[src/rtl/inst_axi_bridge_pkg.sv]
// Shared CPU bus definitions: AXI constants, SRAM size codes, bridge FSM states.
package inst_axi_bridge_pkg;

    localparam logic [1:0] AXI_BURST_INCR = 2'b01;
    localparam logic [1:0] AXI_RESP_OKAY  = 2'b00;
    localparam int         INST_ARID      = 0;

    localparam logic [1:0] SIZE_B = 2'd0;
    localparam logic [1:0] SIZE_H = 2'd1;
    localparam logic [1:0] SIZE_W = 2'd2;

    typedef enum logic {
        AR_IDLE = 1'b0,
        AR_WAIT = 1'b1
    } ar_state_t;

endpackage

[src/rtl/inst_axi_bridge_if.sv]
// Fetch SRAM-like port plus AXI AR/R channels; 'master' is the bridge view
// (drives AR and rready, serves fetch), 'slave' is the fetch/AXI-slave view.
interface inst_axi_bridge_if #(
    parameter int ID_W = 4
);
    logic            inst_sram_req;
    logic            inst_sram_wr;
    logic [1:0]      inst_sram_size;
    logic [31:0]     inst_sram_addr;
    logic            inst_sram_addr_ok;
    logic            inst_sram_data_ok;
    logic [31:0]     inst_sram_rdata;

    logic [ID_W-1:0] arid;
    logic [31:0]     araddr;
    logic [7:0]      arlen;
    logic [2:0]      arsize;
    logic [1:0]      arburst;
    logic [1:0]      arlock;
    logic [3:0]      arcache;
    logic [2:0]      arprot;
    logic            arvalid;
    logic            arready;

    logic [ID_W-1:0] rid;
    logic [31:0]     rdata;
    logic [1:0]      rresp;
    logic            rlast;
    logic            rvalid;
    logic            rready;

    modport master (
        input  inst_sram_req, inst_sram_wr, inst_sram_size, inst_sram_addr,
        output inst_sram_addr_ok, inst_sram_data_ok, inst_sram_rdata,
        output arid, araddr, arlen, arsize, arburst, arlock, arcache, arprot, arvalid,
        input  arready,
        input  rid, rdata, rresp, rlast, rvalid,
        output rready
    );

    modport slave (
        output inst_sram_req, inst_sram_wr, inst_sram_size, inst_sram_addr,
        input  inst_sram_addr_ok, inst_sram_data_ok, inst_sram_rdata,
        input  arid, araddr, arlen, arsize, arburst, arlock, arcache, arprot, arvalid,
        output arready,
        output rid, rdata, rresp, rlast, rvalid,
        input  rready
    );

endinterface

[src/rtl/inst_axi_bridge.sv]
// Instruction-side bridge: fetch SRAM-like reads to single-beat AXI4 reads,
// in-order returns, up to MAX_OUTSTANDING reads in flight.
module inst_axi_bridge
    import inst_axi_bridge_pkg::*;
#(
    parameter int ID_W            = 4,
    parameter int ARID_VAL        = INST_ARID,
    parameter int MAX_OUTSTANDING = 2
) (
    input  logic                      clk,
    input  logic                      reset,
    inst_axi_bridge_if.master         bus
);

    localparam int              CNT_W   = $clog2(MAX_OUTSTANDING + 1);
    localparam logic [CNT_W-1:0] MAX_CNT = CNT_W'(MAX_OUTSTANDING);
    localparam logic [CNT_W-1:0] ONE_CNT = CNT_W'(1);

    ar_state_t         r_ar_state, w_ar_state_nxt;
    logic [31:0]       r_ar_addr,  w_ar_addr_nxt;
    logic [2:0]        r_ar_size,  w_ar_size_nxt;
    logic [CNT_W-1:0]  r_cnt,      w_cnt_nxt;

    logic              w_accept;
    logic              w_data_ok;
    logic              w_ar_pending_only;
    logic              w_rready;
    logic              w_unused;

    // Write flag, ID, last and response are don't-cares on the instruction side.
    assign w_unused = ^{bus.inst_sram_wr, bus.rid, bus.rresp, bus.rlast};

    assign w_accept = bus.inst_sram_req
                    && ((r_ar_state == AR_IDLE) || bus.arready)
                    && (r_cnt < MAX_CNT);

    // A lone read still sitting in AR is not owed an R beat yet.
    assign w_ar_pending_only = (r_cnt == ONE_CNT) && (r_ar_state == AR_WAIT);
    assign w_rready          = (r_cnt != '0) && !w_ar_pending_only;
    assign w_data_ok         = bus.rvalid && w_rready;

    assign bus.inst_sram_addr_ok = w_accept;
    assign bus.inst_sram_data_ok = w_data_ok;
    assign bus.inst_sram_rdata   = bus.rdata;
    assign bus.rready            = w_rready;

    assign bus.arid    = ID_W'(ARID_VAL);
    assign bus.araddr  = r_ar_addr;
    assign bus.arlen   = '0;
    assign bus.arsize  = r_ar_size;
    assign bus.arburst = AXI_BURST_INCR;
    assign bus.arlock  = '0;
    assign bus.arcache = '0;
    assign bus.arprot  = '0;
    assign bus.arvalid = (r_ar_state == AR_WAIT);

    always_ff @(posedge clk) begin
        if (reset) begin
            r_ar_state <= AR_IDLE;
            r_ar_addr  <= '0;
            r_ar_size  <= '0;
            r_cnt      <= '0;
        end else begin
            r_ar_state <= w_ar_state_nxt;
            r_ar_addr  <= w_ar_addr_nxt;
            r_ar_size  <= w_ar_size_nxt;
            r_cnt      <= w_cnt_nxt;
        end
    end

    always_comb begin
        w_ar_state_nxt = r_ar_state;
        w_ar_addr_nxt  = r_ar_addr;
        w_ar_size_nxt  = r_ar_size;
        w_cnt_nxt      = r_cnt;

        // Acceptance implies the slot is free or draining this cycle,
        // so a new load takes priority over the arready return to idle.
        unique case (r_ar_state)
            AR_IDLE: if (w_accept) w_ar_state_nxt = AR_WAIT;
            AR_WAIT: if (!w_accept && bus.arready) w_ar_state_nxt = AR_IDLE;
            default: w_ar_state_nxt = AR_IDLE;
        endcase

        if (w_accept) begin
            w_ar_addr_nxt = bus.inst_sram_addr;
            w_ar_size_nxt = {1'b0, bus.inst_sram_size};
        end

        unique case ({w_accept, w_data_ok})
            2'b10:   w_cnt_nxt = r_cnt + ONE_CNT;
            2'b01:   w_cnt_nxt = r_cnt - ONE_CNT;
            default: w_cnt_nxt = r_cnt;
        endcase
    end

endmodule

[src/flat_wrapper.sv]
// flat-port wrapper written by rule: the top's interface ports become plain ports
module inst_axi_bridge_flat import inst_axi_bridge_pkg::*;
#(
    parameter int ID_W            = 4,
    parameter int ARID_VAL        = INST_ARID,
    parameter int MAX_OUTSTANDING = 2
)
  (clk, reset, bus_inst_sram_req, bus_inst_sram_wr, bus_inst_sram_size, bus_inst_sram_addr, bus_inst_sram_addr_ok, bus_inst_sram_data_ok, bus_inst_sram_rdata, bus_arid, bus_araddr, bus_arlen, bus_arsize, bus_arburst, bus_arlock, bus_arcache, bus_arprot, bus_arvalid, bus_arready, bus_rid, bus_rdata, bus_rresp, bus_rlast, bus_rvalid, bus_rready);
  inst_axi_bridge_if #(.ID_W(ID_W)) bus_i ();
  input  logic clk;
  input  logic reset;
  input wire logic [$bits(bus_i.inst_sram_req)-1:0] bus_inst_sram_req;
  input wire logic [$bits(bus_i.inst_sram_wr)-1:0] bus_inst_sram_wr;
  input wire logic [$bits(bus_i.inst_sram_size)-1:0] bus_inst_sram_size;
  input wire logic [$bits(bus_i.inst_sram_addr)-1:0] bus_inst_sram_addr;
  output wire logic [$bits(bus_i.inst_sram_addr_ok)-1:0] bus_inst_sram_addr_ok;
  output wire logic [$bits(bus_i.inst_sram_data_ok)-1:0] bus_inst_sram_data_ok;
  output wire logic [$bits(bus_i.inst_sram_rdata)-1:0] bus_inst_sram_rdata;
  output wire logic [$bits(bus_i.arid)-1:0] bus_arid;
  output wire logic [$bits(bus_i.araddr)-1:0] bus_araddr;
  output wire logic [$bits(bus_i.arlen)-1:0] bus_arlen;
  output wire logic [$bits(bus_i.arsize)-1:0] bus_arsize;
  output wire logic [$bits(bus_i.arburst)-1:0] bus_arburst;
  output wire logic [$bits(bus_i.arlock)-1:0] bus_arlock;
  output wire logic [$bits(bus_i.arcache)-1:0] bus_arcache;
  output wire logic [$bits(bus_i.arprot)-1:0] bus_arprot;
  output wire logic [$bits(bus_i.arvalid)-1:0] bus_arvalid;
  input wire logic [$bits(bus_i.arready)-1:0] bus_arready;
  input wire logic [$bits(bus_i.rid)-1:0] bus_rid;
  input wire logic [$bits(bus_i.rdata)-1:0] bus_rdata;
  input wire logic [$bits(bus_i.rresp)-1:0] bus_rresp;
  input wire logic [$bits(bus_i.rlast)-1:0] bus_rlast;
  input wire logic [$bits(bus_i.rvalid)-1:0] bus_rvalid;
  output wire logic [$bits(bus_i.rready)-1:0] bus_rready;
  assign bus_i.inst_sram_req = bus_inst_sram_req;
  assign bus_i.inst_sram_wr = bus_inst_sram_wr;
  assign bus_i.inst_sram_size = bus_inst_sram_size;
  assign bus_i.inst_sram_addr = bus_inst_sram_addr;
  assign bus_inst_sram_addr_ok = bus_i.inst_sram_addr_ok;
  assign bus_inst_sram_data_ok = bus_i.inst_sram_data_ok;
  assign bus_inst_sram_rdata = bus_i.inst_sram_rdata;
  assign bus_arid = bus_i.arid;
  assign bus_araddr = bus_i.araddr;
  assign bus_arlen = bus_i.arlen;
  assign bus_arsize = bus_i.arsize;
  assign bus_arburst = bus_i.arburst;
  assign bus_arlock = bus_i.arlock;
  assign bus_arcache = bus_i.arcache;
  assign bus_arprot = bus_i.arprot;
  assign bus_arvalid = bus_i.arvalid;
  assign bus_i.arready = bus_arready;
  assign bus_i.rid = bus_rid;
  assign bus_i.rdata = bus_rdata;
  assign bus_i.rresp = bus_rresp;
  assign bus_i.rlast = bus_rlast;
  assign bus_i.rvalid = bus_rvalid;
  assign bus_rready = bus_i.rready;
  inst_axi_bridge #(.ID_W(ID_W), .ARID_VAL(ARID_VAL), .MAX_OUTSTANDING(MAX_OUTSTANDING)) u_core (.clk(clk), .reset(reset), .bus(bus_i));
endmodule
[config.mk]
export PLATFORM = sky130hd
export DESIGN_NAME = inst_axi_bridge_flat
export DESIGN_NICKNAME = d
export VERILOG_FILES = /design/src/rtl/inst_axi_bridge_pkg.sv /design/src/rtl/inst_axi_bridge_if.sv /design/src/rtl/inst_axi_bridge.sv /design/src/flat_wrapper.sv
export SDC_FILE = /design/constraint.sdc
export NUM_CORES = 1
export LEC_CHECK = 0
export ABC_AREA = 1
export BUFFER_PORTS_ARGS = -buffer_cell sky130_fd_sc_hd__buf_2
export CELL_PAD_IN_SITES_DETAIL_PLACEMENT = 1
export CELL_PAD_IN_SITES_GLOBAL_PLACEMENT = 2
export CORE_ASPECT_RATIO = 0.75
export CORE_MARGIN = 4
export CORE_UTILIZATION = 20
export CTS_CLUSTER_DIAMETER = 120
export DETAILED_ROUTE_END_ITERATION = 16
export MAX_ROUTING_LAYER = met4
export PLACE_DENSITY_LB_ADDON = 0.1
export SYNTH_ARGS = -nofsm -noshare
export SYNTH_HDL_FRONTEND = slang
export SYNTH_SLANG_ARGS = --single-unit
[constraint.sdc]
create_clock -name clk -period 3.8 [get_ports clk]
set_clock_uncertainty 0.15 [all_clocks]
set_input_delay 0.38 -clock clk [delete_from_list [all_inputs] [get_ports clk]]
set_output_delay 0.38 -clock clk [all_outputs]
set_load 0.01 [all_outputs]
; Word level (Yosys, flattened, before mapping)
; Index checks and enable logic that the tools add are counted.
[word_totals]
reg_bits = 37
in_bits = 79
output_inout_bits = 94
wordCells = 26
[op_classes]
addsub = 2
order_cmp = 1
n_eq_ne = 3
n_mux = 4
bitwise_logic = 1
n_reduce_logical = 11
[ops]
columns = cell, count
row1 = $logic_and 1x1->1, 6
row2 = $eq 2x1->1 const B, 2
row3 = $pmux 2 s2, 1
row4 = $reduce_bool 2->1, 2
row5 = $add 2x1->2 const B, 1
row6 = $eq 2x2->1 const B, 1
row7 = $logic_not 1->1, 2
row8 = $lt 2x2->1 const B, 1
row9 = $mux 1, 2
row10 = $pmux 1 s2, 1
row11 = $sub 2x1->2 const B, 1
row12 = $logic_or 1x1->1, 1
row13 = $not 1->1, 1

; Depth between registers and ports, before layout
; Gate-level depths: netlist of run 1.
[logic_depth]
word_depth = 8
ltp_mapped = 10
depth_no_buf = 10

; Worst setup path before layout of run 1
; No wires, ideal clock.
[synth_timing]
path_type = register -> register
startpoint = register u_core.r_cnt[1]
endpoint = register u_core.r_cnt[0]
setup_time_ps = 119
arrival_ps = 1647
required_time_ps = 3531
setup_slack_ps = 1884
path_stages_with_launch = 8
path_buffers = 0
period_less_slack_ps = 1916
path_cell_list = dfxtp_1 inv_1 ha_1 a21oi_1 and2_1 ha_1 o21ai_0 a21oi_1
[synth_via]
elab_chain_len = 7
word_cells_on_any_way = 12
cone_classes = order compare: 1 / eq/ne: 3 / mux: 1 / reduce/logical: 7
[synth_lines]
columns = item, line
row1 = from (decl), inst_axi_bridge.sv:22  ; logic [CNT_W-1:0] r_cnt, w_cnt_nxt;
row2 = from (signal assigned), inst_axi_bridge.sv:67  ; r_cnt <= w_cnt_nxt;
row3 = $eq 2x1->1, inst_axi_bridge.sv:38  ; assign w_ar_pending_only = (r_cnt == ONE_CNT) && (r_ar_state == AR_WAIT);
row4 = $logic_and 1x1->1, inst_axi_bridge.sv:38
row5 = $logic_not 1->1, inst_axi_bridge.sv:39  ; assign w_rready = (r_cnt != '0) && !w_ar_pending_only;
row6 = $logic_and 1x1->1 (*), inst_axi_bridge.sv:39
row7 = via bus_rready, flat_wrapper.sv:34  ; output wire logic [$bits(bus_i.rready)-1:0] bus_rready;
row8 = $logic_and 1x1->1 (*), inst_axi_bridge.sv:40  ; assign w_data_ok = bus.rvalid && w_rready;
row9 = via bus_inst_sram_data_ok, flat_wrapper.sv:17  ; output wire logic [$bits(bus_i.inst_sram_data_ok)-1:0] bus_inst_sram_data_ok;
row10 = $eq 2x1->1 / $eq 2x2->1 (equally long branches), inst_axi_bridge.sv:90  ; unique case ({w_accept, w_data_ok})
row11 = $pmux 2 s2 / $reduce_bool 2->1 (equally long branches), -
; Mark *: on every way through the listed nets, which the timed path passes. The rest lies on a longest branch.
; A chain may end at the register's enable or synchronous reset.

; Final worst setup path of run 1
[layout_timing]
startpoint = register u_core.r_ar_state (netlist: u_core.bus.arvalid)
endpoint = output port bus_inst_sram_addr_ok
[layout_via]
elab_chain_len = 4
[layout_lines]
columns = item, line
row1 = from (decl), inst_axi_bridge.sv:19  ; ar_state_t r_ar_state, w_ar_state_nxt;
row2 = from (signal assigned), inst_axi_bridge.sv:64  ; r_ar_state <= w_ar_state_nxt;
row3 = $not 1->1, inst_axi_bridge.sv:34  ; && ((r_ar_state == AR_IDLE) || bus.arready)
row4 = $logic_or 1x1->1, inst_axi_bridge.sv:34
row5 = $logic_and 1x1->1, inst_axi_bridge.sv:34
row6 = $logic_and 1x1->1, inst_axi_bridge.sv:35  ; && (r_cnt < MAX_CNT);
row7 = to (decl), flat_wrapper.sv:16  ; output wire logic [$bits(bus_i.inst_sram_addr_ok)-1:0] bus_inst_sram_addr_ok;
; No other way between the ends.

==> impl_summary.log, run 1 <==
[metrics] outcome: complete, no violations
[metrics] synthesized netlist cell count: 308
[metrics] Max Slew Vio Count: 0
[metrics] total number of yosys warnings: 0
[metrics] Placement Rows: 32
[metrics] top library cells by usage in the layout, fill and taps aside: buf_2, inv_1, nand2_1
[metrics] cell type with the highest aggregate area in the netlist: dfxtp_1
[metrics] number of buffers on the longest clock path: 2
[metrics] reg2reg path depth: 5
[metrics] Worst Hold Depth: 2
[metrics] number of iterations in the first detailed-routing pass: 3
[metrics] count of non-filler cells in the finished layout: 480
[metrics] Tcrit/Tclk final: 55.34%
[metrics] Hold Startpoint: reset
[metrics] routed wirelength normalized by instance count: 11.80 µm
[metrics] element type at the critical path start: flop
[metrics] CTS tree: built
[metrics] source-to-sink clock delay at the later pin of the worst-skew pair: 270 ps
[metrics] final weighted congestion in routability-driven placement: 0.6511
[metrics] Hold Vio Cnt, Final: 0
[metrics] Peak supply drop: 0.1422 mV
[metrics] critical path cell sequence: nand2_2 > nand2_1 > inv_1 > buf_2
[metrics] Tightest Hold Check Type: input port to flop
[metrics] Worst Hold Path EP: u_core.bus.arvalid
[metrics] WL final: 5663 µm
[metrics] number of buffer cells added on primary ports: 76
[metrics] die height: 98.44 µm
[metrics] H-tree depth: 2
[metrics] largest net degree at the start of global routing: 70
[metrics] endpoint kind of the worst setup timing path: output pin
[metrics] Mean Syn Cell Area: 7.081 µm²
[metrics] die footprint: 12,660 µm²
[metrics] Arrival @ worst endpoint: 1570 ps
[metrics] ANT nets after route: 0
[metrics] number of buffers inserted by post-CTS setup repair: 0
[metrics] static leakage: 1.365 nW
[metrics] Total Nets Final: 425
[metrics] Final Util: 23.24%
[metrics] Synth-to-Final Area Change: 11.36%
[metrics] number of antenna violations at the first check in global routing: 1
[metrics] hold bufs inserted after CTS: 0
[metrics] min Tclk post-route: 2103 ps
[metrics] worst-path cell with the longest stage delay: nand2_2
[metrics] max-capacitance violation count: 0
[metrics] end of the worst register-to-register path: u_core.r_cnt[1]
[metrics] initial standard-cell utilization of the core: 20.87%
[metrics] Seq/Total Area, Yosys: 33.96%
[metrics] vias in the first global route: 1,800
[metrics] reg-to-reg startpoint: u_core.bus.arvalid
[metrics] Total Routing Usage GR: 9.075%
[metrics] synthesized cell area: 2181 µm²
[metrics] number of vias per cell after detailed routing: 3.792
[metrics] synth top area cells: dfxtp_1, buf_4, a21oi_1, nand3_1, inv_1
[metrics] via count: 1,820
[metrics] count of distinct cell types in the synthesized netlist: 17
[metrics] peak fanout along the critical path: 37
[metrics] Iter 0 DRT Violations: 66
[metrics] IO Count: 173
[metrics] delay of the slowest cell on the worst path: 450 ps
[metrics] placed cell area: 2283 µm²
[metrics] Slew Limit Headroom: 49.79%
[metrics] wire length of the first global-routing pass: 9018 µm
[metrics] Post-Layout Inst Area: 2429 µm²
[metrics] total overflow reported by the global router: 0
[metrics] pwr dens: 574.2 nW/µm²
[metrics] ratio of cells with drive above 1 in the final layout: 25.95%
[metrics] Die Width: 128.6 µm
[metrics] Final WS setup: 1697 ps
[metrics] sum of net half-perimeters after detailed placement: 3806 µm
[metrics] required arrival time at the worst endpoint: 3270 ps
[metrics] Worst R2R Setup Slack: 1860 ps
[metrics] Sinks on Clock Net: 37
[metrics] number of placed instances with taps included: 472
[metrics] leading cell type in the layout, fill and taps excluded: buf_2
[metrics] Setup Total Neg Slack: 0 ps
[metrics] core region area: 10,450 µm²
[metrics] count of state elements after synthesis: 37
[metrics] actual transition at the worst max-transition pin: 753.1 ps
[metrics] pre-CTS setup slack: 1650 ps
[metrics] CTS Buf Count: 5
[metrics] number of remaining DRC errors: 0
[metrics] post-CTS resize count: 0
[metrics] Max Clock Freq: 0.4755 GHz
[metrics] WS Path Type: flop to output pin
[metrics] root buf cell: clkbuf_16
[metrics] share of Yosys cell area claimed by the top area cell type: 33.96%
[metrics] clock transition at the registers of the reported paths: 50 ps
[metrics] setup violation total in the final timing report: 0
[metrics] RSZ-0062 raised after global routing: no
-- metrics by stage --
stage,hold WS [ps],power (mW)
floorplan,292.4,0.9187
global placement,305.8,0.9956
detailed placement,320.6,1.002
CTS,145.6,1.434
global route,159.7,1.514
finish,157.5,1.394
-- report_power, final --
part	internal (mW)	total (mW)	switching, mW
registers	0.467	0.512	0.0453
logic	0.181	0.470	0.289
clock network	0.258	0.413	0.155
total	0.905	1.39	0.489
-- worst max-delay path, delay by kind of cell, from the launching register on --
kind                   cells  cell delay (ps)
AND/OR/NAND/NOR            2              730
buffers and inverters      2              190
flip-flops                 1              380
-- cells by family after synthesis --
| family | Yosys count | synth area share (%) |
|---|---|---|
| buffers and inverters | 117 | 33.05 |
| AND/OR/NAND/NOR | 109 | 21.57 |
| AO/OA/AOI/OAI | 40 | 9.352 |
| flip-flops | 37 | 33.96 |
| adder cells (fa/ha/maj) | 3 | 1.721 |
| other | 2 | 0.3444 |
-- layer usage --
metal	track usage [%]	part of all wire (%)	wire length, µm
met1	11.51	46	2604
met2	13.09	43	2451
met3	3.900	9.7	550
met4	2.744	1.0	57
met5	-	0	0
-- how the worst max path moves through the flow --
stage / depth (start not counted) / slack (ps) / startpoint / to
floorplan: 7 / 1880 / u_core.r_cnt[1] / u_core.r_cnt[0]
global placement: 8 / 1670 / bus_arready / u_core.r_cnt[1]
detailed placement: 7 / 1650 / bus_arready / u_core.r_cnt[1]
CTS: 4 / 1610 / u_core.bus.arvalid / bus_inst_sram_addr_ok
global route: 4 / 1500 / u_core.bus.arvalid / bus_inst_sram_addr_ok
finish: 4 / 1700 / u_core.bus.arvalid / bus_inst_sram_addr_ok
-- cell type report --
cell class              count  area, µm²
multi-input cells         176      804.5
repair buffers             79      402.9
well taps                 136      170.2
flip-flops and latches     37      740.7
fillers                  1321       8021
clock buffers               7      142.6
diodes                      1      2.502
inverters                  44      165.2
-- flip-flops by register name, indices dropped and copies added, names as in the netlist --
name and flops:
u_core.bus.arvalid 1, u_core.bus.arsize 2, u_core.r_cnt 2, u_core.bus.araddr 32
-- cell usage after synthesis --
library cell / n
a21oi_1: 37
a21oi_2: 1
and2_1: 1
buf_2: 9
buf_4: 56
buf_6: 8
clkinv_1: 1
conb_1: 2
dfxtp_1: 37
ha_1: 3
inv_1: 42
inv_2: 1
nand2_1: 39
nand3_1: 34
nor2_1: 34
nor2_8: 1
o21ai_0: 2
Power figures use the tool's default switching activity.
==> inputs of run 2 (changes only) <==
- CORE_UTILIZATION: 20 -> 19
- clock period: 3.8 -> 2.2 ns (I/O delays scaled with it)
==> run 2 against run 1 <==
Compared with the run above:
- combinational power rose by 76%
- worst hold slack worse by 55 ps
- cell count up 1.9%
- via count is 1.4% lower
- global-route usage rose by 0.49 points
- utilization is 1.0 points lower
- clock power grew 70%
- routed wire length grew 5.3%
- largest power group unchanged
- die area is 4.9% higher
- total power rose by 73%
- sequential share of layout area shrank 0.39 points
- register-to-register slack lost 1500 ps
==> impl_summary.log, run 2 (synthesis gave the netlist of run 1 again) <==
[metrics] ratio of cells with drive above 1 in the final layout: 26.15% (+0.20 points)
[metrics] Tcrit/Tclk final: 82.64%
[metrics] number of buffers inserted by post-CTS setup repair: 0 (unchanged)
[metrics] sum of net half-perimeters after detailed placement: 4019 µm (+5.6%)
[metrics] element type at the critical path start: flop
[metrics] Worst Hold Path EP: u_core.bus.araddr[0]
[metrics] final total power: 2.410 mW (+73%)
[metrics] placed cell area: 2311 µm² (+1.2%)
[metrics] Synth-to-Final Area Change: 12.79%
[metrics] source-to-sink clock delay at the later pin of the worst-skew pair: 280 ps (about the same)
[metrics] Die Width: 131.7 µm (+2.4%)
[metrics] RSZ-0062 raised after global routing: no
[metrics] core region area: 11,070 µm² (+5.9%)
[metrics] outcome: complete, no violations
[metrics] H-tree depth: 2 (unchanged)
[metrics] static leakage: 1.379 nW (+0.98%)
[metrics] hold bufs inserted after CTS: 1 (+1)
[metrics] count of non-filler cells in the finished layout: 489 (+1.9%)
[metrics] root buf cell: clkbuf_16
[metrics] endpoint kind of the worst setup timing path: output pin
[metrics] total overflow reported by the global router: 0 (unchanged)
[metrics] leading cell type in the layout, fill and taps excluded: buf_2
[metrics] top library cells by usage in the layout, fill and taps aside: buf_2, inv_1, nand2_1
[metrics] Max Slew Vio Count: 0 (unchanged)
[metrics] Sinks on Clock Net: 37 (unchanged)
[metrics] final weighted congestion in routability-driven placement: 0.6775 (+4.1%)
[metrics] wire length of the first global-routing pass: 9777 µm (+8.4%)
[metrics] max-capacitance violation count: 0 (unchanged)
[metrics] Peak supply drop: 0.2494 mV (+75%)
[metrics] peak fanout along the critical path: 3 (-92%)
[metrics] WL final: 5964 µm (+5.3%)
[metrics] routed wirelength normalized by instance count: 12.20 µm (+3.4%)
[metrics] setup violation total in the final timing report: 0 (unchanged)
[metrics] number of antenna violations at the first check in global routing: 1 (unchanged)
[metrics] CTS tree: built
[metrics] number of remaining DRC errors: 0 (unchanged)
[metrics] Final Util: 22.23% (-1.0 points)
[metrics] reg2reg path depth: 10 (+5)
[metrics] Post-Layout Inst Area: 2460 µm² (+1.3%)
[metrics] Setup Total Neg Slack: 0 ps (unchanged)
[metrics] Worst R2R Setup Slack: 380 ps (-1480 ps)
[metrics] number of placed instances with taps included: 479 (+1.5%)
[metrics] WS Path Type: flop to output pin
[metrics] Iter 0 DRT Violations: 58 (-12%)
[metrics] ANT nets after route: 0 (unchanged)
[metrics] die footprint: 13,270 µm² (+4.9%)
[metrics] number of iterations in the first detailed-routing pass: 2 (-1)
[metrics] Total Nets Final: 429 (+0.94%)
[metrics] via count: 1,795 (-1.4%)
[metrics] required arrival time at the worst endpoint: 1830 ps (-1440 ps)
[metrics] number of buffer cells added on primary ports: 76 (unchanged)
[metrics] CTS Buf Count: 5 (unchanged)
[metrics] min Tclk post-route: 1818 ps
[metrics] initial standard-cell utilization of the core: 19.71% (-1.2 points)
[metrics] die height: 100.8 µm (+2.4%)
[metrics] Arrival @ worst endpoint: 1450 ps (-120 ps)
[metrics] Hold Vio Cnt, Final: 0 (unchanged)
[metrics] FILL cells: 1,388 (+5.1%)
[metrics] largest net degree at the start of global routing: 43 (-39%)
[metrics] reg-to-reg startpoint: u_core.r_cnt[1]
[metrics] Tightest Hold Check Type: input port to flop
[metrics] Placement Rows: 33 (+3.1%)
[metrics] end of the worst register-to-register path: u_core.r_cnt[1]
[metrics] post-CTS resize count: 0 (unchanged)
[metrics] Max Clock Freq: 0.5500 GHz
[metrics] IO Count: 173 (unchanged)
[metrics] flip-flop count of the largest register, all copies and words added: 32 (unchanged)
[metrics] pwr dens: 979.6 nW/µm² (+71%)
[metrics] clock transition at the registers of the reported paths: 60 ps (about the same)
[metrics] Worst Hold Depth: 5 (+3)
[metrics] Hold Startpoint: bus_inst_sram_addr[0]
[metrics] number of buffers on the longest clock path: 2 (unchanged)
[metrics] vias in the first global route: 1,891 (+5.1%)
[metrics] number of vias per cell after detailed routing: 3.671 (-3.2%)
[metrics] Total Routing Usage GR: 9.564% (+0.49 points)
==> run 2: routing by layer <==
metal	GRT usage (%)	wire (µm)
met3	4.142	468
met5	-	0
met4	3.148	80
met2	12.04	2433
met1	13.36	2980
==> run 2: worst max path at each step <==
stage               startpoint                     to  cells after the start  slack, ps
3_3_place_gp   u_core.r_cnt[1]        u_core.r_cnt[1]                     10        360
3_5_place_dp   u_core.r_cnt[1]        u_core.r_cnt[1]                     10        360
5_1_grt        u_core.r_cnt[1]        u_core.r_cnt[1]                     10        160
4_1_cts        u_core.r_cnt[1]  bus_inst_sram_data_ok                      5        340
6_report       u_core.r_cnt[1]  bus_inst_sram_data_ok                      5        380
2_1_floorplan  u_core.r_cnt[1]        u_core.r_cnt[0]                      7        280
==> run 2: area by class of cell <==
| cell class | count | area (µm²) | share of cell area, % |
|---|---|---|---|
| clock buffers | 8 | 136.4 | 5.544 |
| multi-input cells | 176 | 804.5 | 32.71 |
| inverters | 44 | 165.2 | 6.714 |
| flip-flops and latches | 37 | 740.7 | 30.11 |
| repair buffers | 83 | 435.4 | 17.70 |
| diodes | 1 | 2.502 | 0.1017 |
| well taps | 140 | 175.2 | 7.121 |
==> run 2: stage by stage <==
stage | setup slack (ps) | hold WS, ps
after global placement | 358.0 | 285.6
after CTS | 344.7 | 101.9
after floorplan | 283.8 | 132.4
after detailed placement | 362.8 | 285.6
after global routing | 163.5 | 132.4
final | 381.8 | 102.7
==> run 2: report_power, final <==
part           total, mW  switching (mW)  internal [mW]
combinational      0.827           0.506          0.322
sequential         0.882          0.0759          0.806
clock              0.701           0.279          0.422
==> run 2: critical path, stage by stage (launching register included) <==
cell and delay, ps:
dfxtp_1 420, inv_1 110, ha_1 180, a21oi_1 150, and2_1 170, buf_2 140
==> inputs of run 3 (changes only) <==
- ABC_AREA: 1 -> 0
- CORE_UTILIZATION: 19 -> 20
- clock period: 2.2 -> 1.7 ns (I/O delays scaled with it)
==> run 3 against run 2 <==
Compared with the run above:
- sequential power rose by 24%
- combinational power grew 26%
- global-route usage decreased by 1.3 points
- register-to-register slack lost 290 ps
- via count down 18%
- die area is 5.0% lower
- synthesized area decreased by 0.40%
- setup slack worse by 300 ps
- worst hold slack lost 98 ps
- synthesized cell count shrank 27%
==> impl_summary.log, run 3 <==
[metrics] routed wirelength normalized by instance count: 12.46 µm (+2.2%)
[metrics] Placement Rows: 32 (-3.0%)
[metrics] ANT nets after route: 0 (unchanged)
[metrics] Tightest Hold Check Type: input port to flop
[metrics] element type at the critical path start: flop
[metrics] number of vias per cell after detailed routing: 3.567 (-2.8%)
[metrics] clock transition at the registers of the reported paths: 50 ps (about the same)
[metrics] number of enable flip-flop cells after synthesis: 0 (unchanged)
[metrics] Iter 0 DRT Violations: 24 (-59%)
[metrics] Post-Layout Inst Area: 2635 µm² (+7.1%)
[metrics] worst-path cell with the longest stage delay: dfxtp_1
[metrics] required arrival time at the worst endpoint: 1380 ps (-450 ps)
[metrics] WS Path Type: flop to output pin
[metrics] Min Hold Slack: 4.842 ps (-97.83 ps)
[metrics] synth top area cells: dfxtp_1, nand2b_1, buf_4, mux2i_1, buf_12
[metrics] Peak supply drop: 0.3306 mV (+33%)
[metrics] clock power share: 30.0% (+0.9 points)
[metrics] most instantiated flip-flop cell in the synthesis netlist: dfxtp_1
[metrics] critical path cell sequence: nand2b_1 > nor2b_4 > buf_12 > buf_2
[metrics] number of buffer cells added on primary ports: 76 (unchanged)
[metrics] share of Yosys cell area claimed by the top area cell type: 34.10% (+0.14 points)
[metrics] die height: 98.25 µm (-2.5%)
[metrics] number of remaining DRC errors: 0 (unchanged)
[metrics] xor-xnor portion of the synthesized cell area: 0.8065% (+0.81 points)
[metrics] synthesized netlist cell count: 225 (-27%)
[metrics] sum of net half-perimeters after detailed placement: 3506 µm (-13%)
[metrics] pwr dens: 1159 nW/µm² (+18%)
[metrics] final total power: 3.053 mW (+27%)
[metrics] CTS Buf Count: 5 (unchanged)
[metrics] most instantiated cells after synthesis: nand2b_1, buf_4, dfxtp_1
[metrics] via count: 1,473 (-18%)
[metrics] synthesized cell area: 2172 µm² (-0.40%)
[metrics] count of distinct cell types in the synthesized netlist: 16 (-1)
[metrics] ratio of cells with drive above 1 in the final layout: 36.82% (+11 points)
[metrics] RSZ-0062 raised after global routing: yes
[metrics] wire length of the first global-routing pass: 7983 µm (-18%)
[metrics] outcome: complete, no violations
[metrics] WL final: 5147 µm (-14%)
[metrics] leading cell type in the layout, fill and taps excluded: buf_2
[metrics] Seq pwr share: 35.8% (-0.8 points)
[metrics] cell with the most instances after synthesis: nand2b_1
[metrics] Hold Vio Cnt, Final: 0 (unchanged)
[metrics] number of buffers on the longest clock path: 2 (unchanged)
[metrics] main combinational cell family by area after synthesis: buffers and inverters
[metrics] setup violation total in the final timing report: 0 (unchanged)
[metrics] count of non-filler cells in the finished layout: 413 (-16%)
[metrics] combined flip-flop and latch cell area: 745.7 µm² (+0.68%)
[metrics] IO Count: 173 (unchanged)
[metrics] endpoint kind of the worst setup timing path: output pin
[metrics] Die Width: 128.3 µm (-2.6%)
[metrics] top library cells by usage in the layout, fill and taps aside: buf_2, nand2b_1, dfxtp_1
[metrics] top cell family by delay on the critical path: buffers and inverters
[metrics] internal portion of total power: 2.129 mW (+37%)
[metrics] Arrival @ worst endpoint: 1300 ps (-150 ps)
[metrics] cell type with the highest aggregate area in the netlist: dfxtp_1
[metrics] root buf cell: clkbuf_16
[metrics] number of antenna violations at the first check in global routing: 0 (-1)
[metrics] initial standard-cell utilization of the core: 20.79% (+1.1 points)
[metrics] Sw Ratio: 30.27% (-5.4 points)
[metrics] largest net degree at the start of global routing: 35 (-19%)
[metrics] vias in the first global route: 1,539 (-19%)
[metrics] placed cell area: 2337 µm² (+1.1%)
[metrics] max-capacitance violation count: 0 (unchanged)
[metrics] share of synthesized cell area in and, or, nand and nor gates: 21.77% (+0.20 points)
[metrics] Max Clock Freq: 0.6186 GHz
[metrics] delay of the slowest cell on the worst path: 330 ps (-90 ps)
[metrics] min Tclk post-route: 1617 ps
[metrics] static leakage: 1.246 nW (-9.6%)
[metrics] Adder-Cell Fraction of Synth Area: 1.728% (+0.0069 points)
[metrics] total overflow reported by the global router: 0 (unchanged)
[metrics] source-to-sink clock delay at the later pin of the worst-skew pair: 270 ps (about the same)
[metrics] total number of yosys warnings: 0 (unchanged)
[metrics] CTS tree: built
[metrics] Tcrit/Tclk final: 95.09%
[metrics] number of buffers and inverters on the critical path: 2 (unchanged)
[metrics] share of the synthesized area in compound gates (AO/OA/AOI/OAI): 0.8065% (-8.5 points)
[metrics] Sinks on Clock Net: 37 (unchanged)
[metrics] Max Slew Vio Count: 0 (unchanged)
[metrics] core region area: 10,450 µm² (-5.6%)
[metrics] power share of the combinational group: 34.2% (about the same)
[metrics] Synth-to-Final Area Change: 21.31%
[metrics] area used by multi-input combinational logic: 1015 µm² (+26%)
[metrics] peak fanout along the critical path: 18 (+15)
[metrics] count of state elements after synthesis: 37 (unchanged)
[metrics] Total Routing Usage GR: 8.266% (-1.3 points)
[metrics] number of placed instances with taps included: 396 (-17%)
[metrics] die footprint: 12,610 µm² (-5.0%)
[metrics] flip-flop count of the largest register, all copies and words added: 32 (unchanged)
[metrics] FILL cells: 1,210 (-13%)
[metrics] number of iterations in the first detailed-routing pass: 3 (+1)
[metrics] Seq/Total Area, Yosys: 34.10% (+0.14 points)
[metrics] Final Util: 25.22% (+3.0 points)
[metrics] Total Nets Final: 359 (-16%)
[metrics] Mean Syn Cell Area: 9.654 µm² (+36%)
[metrics] antenna diode instance count: 0 (-1)
[metrics] post-synthesis mux area share: 15.67% (+16 points)
[metrics] net switching component of the power: 924.2 µW (+7.4%)
[metrics] final weighted congestion in routability-driven placement: 0.6865 (+1.3%)
[metrics] H-tree depth: 2 (unchanged)
[metrics] async set or reset register ratio after synthesis: 0% (unchanged)
run 3: per-layer routing:
metal	vias up	share of wire, %	global-route usage (%)	wire length (µm)
li1	730	-	-	-
met3	6	8.1	3.226	415
met2	64	45	12.20	2310
met1	673	47	10.58	2395
met4	0	0.51	2.039	26
met5	-	0	-	0
run 3: logic make-up after synthesis:
| family | after synthesis |
|---|---|
| multiplexers | 34 |
| adder cells (fa/ha/maj) | 3 |
| AND/OR/NAND/NOR | 74 |
| XOR/XNOR | 2 |
| other | 2 |
| flip-flops | 37 |
| buffers and inverters | 70 |
| AO/OA/AOI/OAI | 3 |
run 3: worst paths after layout:
| path | startpoint | to | slack [ps] | cells past startpoint |
|---|---|---|---|---|
| worst min-delay path | bus_inst_sram_addr[10] | u_core.bus.araddr[10] | 5 | 3 |
| worst max-delay path | u_core.bus.arvalid | bus_inst_sram_addr_ok | 80 | 4 |
| worst min register to register | u_core.bus.araddr[23] | u_core.bus.araddr[23] | 320 | 2 |
| worst max register to register | u_core.r_cnt[0] | u_core.r_cnt[1] | 90 | 8 |
run 3: layout make-up:
type / instances / share of cell area [%]
clock buffer: 7 / 5.413
timing repair buffer: 90 / 20.89
sequential: 37 / 28.30
tap: 136 / 6.458
multi-input combinational: 140 / 38.51
inverter: 3 / 0.4273
run 3: power groups by stage:
stage / clock (mW) / combinational [mW] / sequential [mW]
after floorplan: 0 / 0.725 / 1.14
after detailed placement: 0 / 0.881 / 1.10
after global placement: 0 / 0.884 / 1.09
final: 0.916 / 1.04 / 1.09
after CTS: 0.983 / 0.974 / 1.08
after global routing: 1.01 / 1.16 / 1.11
run 3: per-stage QoR:
stage / setup WS [ps] / TNS [ps]
2_1_floorplan: 2.826 / 0
3_3_place_gp: 35.72 / 0
3_5_place_dp: 0.1574 / 0
4_1_cts: 3.363 / 0
5_1_grt: -25.93 / -25.93
6_report: 83.44 / 0
run 3: what timing repair did:
action,4_1_cts,5_1_grt
endpoints found under the setup margin,2,3
setup buffers,0,3
gates cloned,1,0
endpoints found under the hold margin,6,0
gates resized for setup,1,11
pin swaps,0,7
hold buffers,6,0
run 3: tightest hold or removal path: cells and delay by family:
family / cells / cell delay (ps)
buffers and inverters: 1 / 90
muxes: 1 / 60
and+or+nand+nor: 1 / 60
